**config.mk**
```make
export PLATFORM = sky130hd
export DESIGN_NAME = bvh_traverser
export DESIGN_NICKNAME = d
export VERILOG_FILES = /design/src/rtl/bvh_traverser.sv
export SDC_FILE = /design/constraint.sdc
export NUM_CORES = 1
export LEC_CHECK = 0
export BUFFER_PORTS_ARGS = -buffer_cell sky130_fd_sc_hd__buf_2
export CAP_MARGIN = 20
export CORE_AREA = 2 2 323 325
export DETAILED_ROUTE_END_ITERATION = 10
export DIE_AREA = 0 0 325 327
export GPL_TIMING_DRIVEN = 0
export PLACE_DENSITY = 0.45
export SLEW_MARGIN = 20
export SYNTH_ARGS = -nofsm -noshare
export SYNTH_HDL_FRONTEND = slang
export SYNTH_SLANG_ARGS = --single-unit
```
**constraint.sdc**
```tcl
create_clock -name clk -period 4 [get_ports clk]
set_input_delay 0 -clock clk [delete_from_list [all_inputs] [get_ports clk]]
set_output_delay 0 -clock clk [all_outputs]
set_load 0.05 [all_outputs]
```
**src/rtl/bvh_traverser.sv**
```systemverilog
// Depth-first BVH traversal engine: fetches nodes, drives the ray/box
// intersector, keeps deferred right children on a LIFO and streams hit leaves.
module bvh_traverser #(
    parameter int unsigned NODE_AW     = 10,
    parameter int unsigned STACK_DEPTH = 16,
    parameter int unsigned CNT_W       = 16
) (
    input  logic               clk,
    input  logic               rst_n,
    input  logic               ray_valid,
    output logic               ray_ready,
    input  logic [71:0]        ray_orig_in,
    input  logic [71:0]        inv_dir_in,
    input  logic [47:0]        t_range_in,
    output logic               node_rd_en,
    output logic [NODE_AW-1:0] node_addr,
    input  logic [143:0]       node_box,
    input  logic               node_leaf,
    input  logic [NODE_AW-1:0] node_child,
    output logic [71:0]        isect_orig,
    output logic [71:0]        isect_inv_dir,
    output logic [143:0]       isect_box,
    output logic [47:0]        isect_range,
    input  logic               isect_hit,
    input  logic [47:0]        isect_range_out,
    output logic               leaf_valid,
    input  logic               leaf_ready,
    output logic [NODE_AW-1:0] leaf_prim,
    output logic [47:0]        leaf_range,
    output logic               done,
    output logic               overflow,
    output logic [CNT_W-1:0]   nodes_visited
);

    localparam int unsigned VEC3_W = 72;
    localparam int unsigned VEC2_W = 48;
    localparam int unsigned IDX_W  = $clog2(STACK_DEPTH);
    localparam int unsigned SP_W   = IDX_W + 1;

    typedef enum logic [2:0] {
        S_IDLE,
        S_FETCH,
        S_TEST,
        S_EMIT,
        S_DONE
    } state_t;

    state_t              state;
    logic [VEC3_W-1:0]   ray_orig;
    logic [VEC3_W-1:0]   ray_inv_dir;
    logic [VEC2_W-1:0]   ray_range;
    logic [SP_W-1:0]     sp;
    logic [NODE_AW-1:0]  stack_mem [STACK_DEPTH];

    logic                sp_full;
    logic                sp_empty;
    logic [IDX_W-1:0]    push_idx;
    logic [IDX_W-1:0]    top_idx;
    logic [NODE_AW-1:0]  right_child;
    logic                push_ok;
    logic                cnt_sat;

    // Stack bookkeeping and the wrapped right-child index
    always_comb begin
        sp_full     = (sp == SP_W'(STACK_DEPTH));
        sp_empty    = (sp == '0);
        push_idx    = IDX_W'(sp);
        top_idx     = IDX_W'(sp - SP_W'(1));
        right_child = node_child + NODE_AW'(1);
        push_ok     = (state == S_TEST) && isect_hit && !node_leaf && !sp_full;
        cnt_sat     = &nodes_visited;
    end

    // Intersector operands: ray values are held for the whole traversal
    assign isect_orig    = ray_orig;
    assign isect_inv_dir = ray_inv_dir;
    assign isect_range   = ray_range;
    assign isect_box     = node_box;

    // Deferred-node storage; contents are only meaningful below sp
    always_ff @(posedge clk) begin
        if (push_ok) begin
            stack_mem[push_idx] <= right_child;
        end
    end

    // Traversal FSM with registered outputs; node_addr doubles as the current node
    always_ff @(posedge clk or negedge rst_n) begin
        if (!rst_n) begin
            state         <= S_IDLE;
            ray_ready     <= 1'b1;
            node_rd_en    <= 1'b0;
            node_addr     <= '0;
            leaf_valid    <= 1'b0;
            leaf_prim     <= '0;
            leaf_range    <= '0;
            done          <= 1'b0;
            overflow      <= 1'b0;
            nodes_visited <= '0;
            sp            <= '0;
            ray_orig      <= '0;
            ray_inv_dir   <= '0;
            ray_range     <= '0;
        end else begin
            case (state)
                S_IDLE: begin
                    if (ray_valid && ray_ready) begin
                        ray_orig      <= ray_orig_in;
                        ray_inv_dir   <= inv_dir_in;
                        ray_range     <= t_range_in;
                        node_addr     <= '0;
                        sp            <= '0;
                        overflow      <= 1'b0;
                        nodes_visited <= '0;
                        ray_ready     <= 1'b0;
                        node_rd_en    <= 1'b1;
                        state         <= S_FETCH;
                    end
                end
                S_FETCH: begin
                    node_rd_en <= 1'b0;
                    state      <= S_TEST;
                end
                S_TEST: begin
                    if (!cnt_sat) begin
                        nodes_visited <= nodes_visited + CNT_W'(1);
                    end
                    if (isect_hit && !node_leaf) begin
                        if (sp_full) begin
                            overflow <= 1'b1;
                        end else begin
                            sp <= sp + SP_W'(1);
                        end
                        node_addr  <= node_child;
                        node_rd_en <= 1'b1;
                        state      <= S_FETCH;
                    end else if (isect_hit) begin
                        leaf_prim  <= node_child;
                        leaf_range <= isect_range_out;
                        leaf_valid <= 1'b1;
                        state      <= S_EMIT;
                    end else if (!sp_empty) begin
                        node_addr  <= stack_mem[top_idx];
                        sp         <= sp - SP_W'(1);
                        node_rd_en <= 1'b1;
                        state      <= S_FETCH;
                    end else begin
                        done  <= 1'b1;
                        state <= S_DONE;
                    end
                end
                S_EMIT: begin
                    if (leaf_ready) begin
                        leaf_valid <= 1'b0;
                        if (!sp_empty) begin
                            node_addr  <= stack_mem[top_idx];
                            sp         <= sp - SP_W'(1);
                            node_rd_en <= 1'b1;
                            state      <= S_FETCH;
                        end else begin
                            done  <= 1'b1;
                            state <= S_DONE;
                        end
                    end
                end
                S_DONE: begin
                    done      <= 1'b0;
                    ray_ready <= 1'b1;
                    state     <= S_IDLE;
                end
                default: begin
                    state <= S_IDLE;
                end
            endcase
        end
    end

endmodule

```
## After elaboration in Yosys (flattened, before gate mapping)

Memories as Yosys holds them, arrays and structs flattened.
Index checks and enable logic that the tools add are counted.

- Memories kept: 1
- Logic and storage cells: 106
- Bits in writable memories: 160
- Output and inout bits: 425
- Flip-flop bits (word level): 289

- Add/sub/neg operators: 4
- Reduce and logical (&&, ||, !) cells: 27
- Equal/unequal tests: 15
- Muxes and demuxes: 44
- Bitwise logic cells: 1

Memory list:

| memory | depth | width | rd ports | clocked after memory_dff | wr ports | line | RTL |
|---|---|---|---|---|---|---|---|
| stack_mem | 16 | 10 | 1 | 0 | 1 | 53 | `logic [NODE_AW-1:0] stack_mem [STACK_DEPTH];` |

Operator list:

| operator | number |
|---|---|
| 2-to-1 mux 10 bit | 5 |
| 2-to-1 mux 16 bit | 2 |
| case mux 16 bit (2 select lines) | 1 |
| 2-to-1 mux 5 bit | 6 |
| case mux 10 bit (3 select lines) | 1 |
| AND reduction 4 bit | 5 |
| 2-to-1 mux 1 bit | 17 |
| adder 16 x 1 -> 16 bit, second input constant | 1 |
| AND reduction 16 bit | 1 |
| 2-to-1 mux 3 bit | 5 |
| case mux 5 bit (3 select lines) | 1 |
| != test 2 bit, second input constant | 7 |
| case mux 3 bit (4 select lines) | 1 |
| adder 10 x 1 -> 10 bit, second input constant | 1 |
| equality test 3 x 2 -> 1 bit, second input constant | 2 |
| case mux 1 bit (2 select lines) | 3 |
| AND reduction 2 bit | 3 |
| AND reduction 3 bit | 2 |
| nonzero test 2 bit | 3 |
| nonzero test 3 bit | 2 |
| adder 5 x 1 -> 5 bit, second input constant | 1 |
| equality test 5 bit, second input constant | 1 |
| logical AND 1 bit | 5 |
| logical NOT 5 bit | 1 |
| 13 further kinds | 14 |

## Depth between registers and ports, before layout

- Depth after elaboration: 6
- Gate-level depth with buffers: 11

## Worst setup path after synthesis

No wires, ideal clock.

- Kind: register to register
- From: register sp[0]
- To: memory stack_mem[0][0], enable pin
- Stages on the path, launching flop included: 8
- Setup time: 0.404 ns
- Setup slack: 0.687 ns
- Arrival: 2.909 ns
- Cells stage by stage: dfrtp_1 -> clkbuf_1 -> buf_2 -> inv_1 -> ha_1 -> or4b_2 -> clkbuf_1 -> nor4_1

- Cells in the longest elaborated chain, start to end: 5

Ends and longest elaborated chain:

| what | line | RTL |
|---|---|---|
| start, declared | 52 | `logic [SP_W-1:0] sp;` |
| start signal, assigned | 132 | `sp <= sp + SP_W'(1);` |
| start signal, assigned | 144 | `sp <= sp - SP_W'(1);` |
| start signal, assigned | 157 | `sp <= sp - SP_W'(1);` |
| equality test 5 bit | 65 | `sp_full = (sp == SP_W'(STACK_DEPTH));` |
| logical NOT 1 bit | 70 | `push_ok = (state == S_TEST) && isect_hit && !node_leaf && !sp_full;` |
| logical AND 1 bit | 70 |  |
| 2-to-1 mux 1 bit | 82 | `if (push_ok) begin` |
| 2-to-1 mux 1 bit (implied by the code) | 83 | `stack_mem[push_idx] <= right_child;` |
| end, declared | 53 |  |

Parallel ways exist; a longest one is shown, timed or not.

## Worst setup path in the final report

- From: register sp[0]
- To: register node_addr[4]

- Cells in the longest elaborated chain, start to end: 6
- Elaborated cells between the ends (all ways): 8
- Those cells by class: add/sub (1); mux (5); reduce/logical (1); memory (1)

Ends and longest elaborated chain:

| what | line | RTL |
|---|---|---|
| subtractor 5 x 1 -> 5 bit | n/a |  |
| memory (16 x 10 bit) | n/a |  |
| 2-to-1 mux 10 bit * | 142, 155 |  |
| 2-to-1 mux 10 bit | 137 | `end else if (isect_hit) begin` |
| 2-to-1 mux 10 bit | 128 | `if (isect_hit && !node_leaf) begin` |
| case mux 10 bit (3 select lines) * | 105 | `case (state)` |
| end signal, assigned | 134 | `node_addr <= node_child;` |
| end signal, assigned | 143 | `node_addr <= stack_mem[top_idx];` |
| end signal, assigned | 156 | `node_addr <= stack_mem[top_idx];` |
| end, declared | 16 | `output logic [NODE_AW-1:0] node_addr,` |

Every way passes the cells marked *; elsewhere a longest branch is shown, timed or not. The select of a mux whose other input is x is not followed.
A chain may end at the register's enable or synchronous reset.

==> metrics <==
Primary FF master, synth dfrtp_1; io pins slightly above 800; Mean Syn Cell Area between 10 and 15 sq um; EDFF count, synth 160; Post-CTS Setup Inserts 0; multi-input logic area between 5000 and 6000 sq um; dpl hpwl roughly 53000 um; Initial DRC Count approximately 660; clock slew seen by the registers of the worst setup and hold paths 0.06 ns; CTS buffer count 54; status complete, no violations; critical path type flop to flop; largest family of logic cells by synthesized area simple AND/OR/NAND/NOR gates; Syn Inst Count 1627; Die ar. roughly 110000 sq um; share of layout cells above drive strength 1 0.4016; RSZ-0062 raised after global routing false; initial antenna violation count 12; path depth of the worst reg2reg path 11; final net count slightly above 3000; Max IR drop VDD 0.4351 mV; Die X 325 um; clk_lat worst skew roughly 0.63 ns; total gr overflow 0; # rows roughly 120; crit path max-delay cell type buf_2; Final setup viols 0; pin slew with the least headroom to its limit between 1 and 1.5 ns; Tcrit/Tclk final 0.9458; Initial Utilization 0.1845; WL/cell ~17 um; maxcap violations 0; HP Class primary input to flop; worst-path cell chain clkbuf_2 -> clkbuf_4 -> inv_1 -> ha_1 -> clkbuf_1 -> clkbuf_2 -> buf_2 -> mux4_2 -> mux2i_1 -> o221ai_1 -> a22o_1; most used cell, CP clkbuf_2; CP Max Fanout 10; Worst Path Required between 4 and 5 ns; detailed-route DRC error count 0; area grow syn2layout 51.51%; Slew HR 0.2925; CTS tree yes; Layout fillers 10780; skew final 0.01590 ns; Simple-Gate Fraction of Synth Area 0.1513; Post-Synth XOR/XNOR Area 0.007775; Synth Area in Adders 0.004612; Syn. warnings 0; Routed Antenna Nets 0; slowest stage delay, CP about 0.42 ns; post-synthesis sequential area ratio 0.6339; synthesized cell area roughly 19000 sq um; number of global-route vias before repair 16410; most frequent cells in the layout 704 x buf_2, 603 x nand2_1, 288 x dfrtp_1; Max Fclk between 200 and 300 MHz; Hold WS 0.09055 ns; fin worst setup slack approximately 0.22 ns; mux cell area share after synthesis 0.09409; final design utilization 0.2796; fin. max-slew vios 0; Final Hold Violating Endpoints 0; largest net degree at the start of global routing between 80 and 90; cell area power density around 680 nW/um^2; CORE AREA between 100000 and 150000 sq um; WP data arrival 4.30 ns; CTS root buf clkbuf_16; non-filler instance count after layout approximately 4000; vias per cell around 3.8; CP Capture Type flop; Port-buffer cells about 680; Post-synth ARST share 0.6437; number of synthesized register bits between 400 and 500; GPL Wtd Cong ~0.80; Min-Delay Path Depth 4; P_leak about 14 nW; Sequential Area between 10000 and 15000 sq um; CTS H-tree depth 2; DR pass1 iterations 5; GRT Overall Usage 0.1275; commonest non-fill, non-tap cell in the layout buf_2; clock sink count around 450; setup TNS 0 ns; type of origin of the critical path flop; Synth cell types 62; die height approximately 330 um; Tot Pwr between 15 and 20 mW; CTS max path bufs 3; Compound-Gate Fraction of Synth Area 0.03209; Placed Area between 20000 and 25000 sq um; Final min period roughly 3.8 ns; placed cell count ~3700; total number of vias roughly 16000; first-pass GRT wire length approximately 100000 um; DP Worst Slack -0.6752 ns; Final Instance Area around 29000 sq um; syn_nets between 2000 and 2500; final WL 70530 um
state kept, by name, indices dropped and copies added (netlist names), 3 cells and up:
register / count
isect_inv_dir: 72
isect_orig: 72
isect_range: 48
leaf_prim: 10
leaf_range: 48
node_addr: 10
nodes_visited: 16
sp: 5
stack_mem: 160
state: 3
worst max-delay path: cells and delay by family, from the launching register on:
family	cells	cell delay [ns]
compound gates	2	0.42
fa+ha+maj	1	0.29
buf+inv	6	1.83
flops	1	0.38
mux	2	0.74
cell usage after synthesis, types with 2 or more instances:
master	number	share of area
a211o_1	2	0.00092
a21oi_1	10	0.0026
a22o_1	11	0.0051
a22oi_1	10	0.0040
and2_1	3	0.00099
and3_1	5	0.0016
buf_1	6	0.0012
buf_2	23	0.0061
buf_4	145	0.057
clkbuf_1	48	0.0095
dfrtp_1	288	0.38
edfxtp_1	160	0.25
ha_1	7	0.0046
inv_1	8	0.0016
mux2_2	58	0.034
mux2i_1	21	0.011
mux4_2	41	0.049
nand2_1	603	0.12
nand2b_1	3	0.00099
nand3_1	15	0.0040
nand4_1	8	0.0026
nor2_1	53	0.010
nor2b_1	4	0.0013
nor3_1	6	0.0016
nor3b_1	2	0.00079
nor4_1	4	0.0013
o211ai_1	5	0.0020
o21a_1	3	0.0012
o21ai_0	12	0.0032
o221ai_1	9	0.0042
o22ai_1	4	0.0013
o31ai_1	2	0.00079
or2_2	2	0.00066
or3_1	3	0.00099
or4_1	3	0.0012
xnor2_1	8	0.0037
xor2_1	7	0.0032
final cells by class:
type | count | area share
diodes | 6 | 0.0005219
plain buffers | 223 | 0.04962
flip-flops and latches | 449 | 0.4184
inverters | 8 | 0.001044
repair buffers | 947 | 0.2140
well taps | 1380 | 0.06001
clock inverters | 20 | 0.008089
clock buffers | 75 | 0.05358
multi-input cells | 947 | 0.1947
cells by family after synthesis:
family,after synthesis
and+or+nand+nor,722
xor gates and xnor gates,16
muxes,120
AOI/OAI and AO/OA,82
adders and majority gates,7
buffers and inverters,231
DFF,449
final timing paths:
| path | to | startpoint | slack, ns |
|---|---|---|---|
| setup / recovery | node_addr[4]$_DFFE_PN0P_ | sp[0]$_DFFE_PN0P_ | 0.22 |
| hold / removal | isect_range[37]$_DFFE_PN0P_ | t_range_in[37] | 0.09 |
| setup reg to reg | node_addr[4]$_DFFE_PN0P_ | sp[0]$_DFFE_PN0P_ | 0.22 |
| hold reg to reg | isect_orig[11]$_DFFE_PN0P_ | isect_orig[11]$_DFFE_PN0P_ | 0.47 |
| max in group asynchronous | isect_orig[48]$_DFFE_PN0P_ | rst_n | 2.53 |
| min in group asynchronous | ray_ready$_DFFE_PN1P_ | rst_n | 0.50 |
per-layer routing:
metal / track usage / part of all wire / wire length [um]
met5: 0 / 0 / 0
met4: 0.04217 / 0.029 / 2014
met3: 0.03627 / 0.070 / 4952
met2: 0.2264 / 0.50 / 35610
met1: 0.1471 / 0.40 / 27950
where the power goes:
group	switching, mW	internal (mW)
clock network	2.03	2.88
logic	6.15	1.97
registers	0.632	5.87
total	8.81	10.7
repair_timing:
item	CTS	global route
hold buffers	258	0
hold endpoints to repair	468	0
endpoints found under the setup margin	9	8
resized for setup	4	5
(Power assumes the default switching activity.)
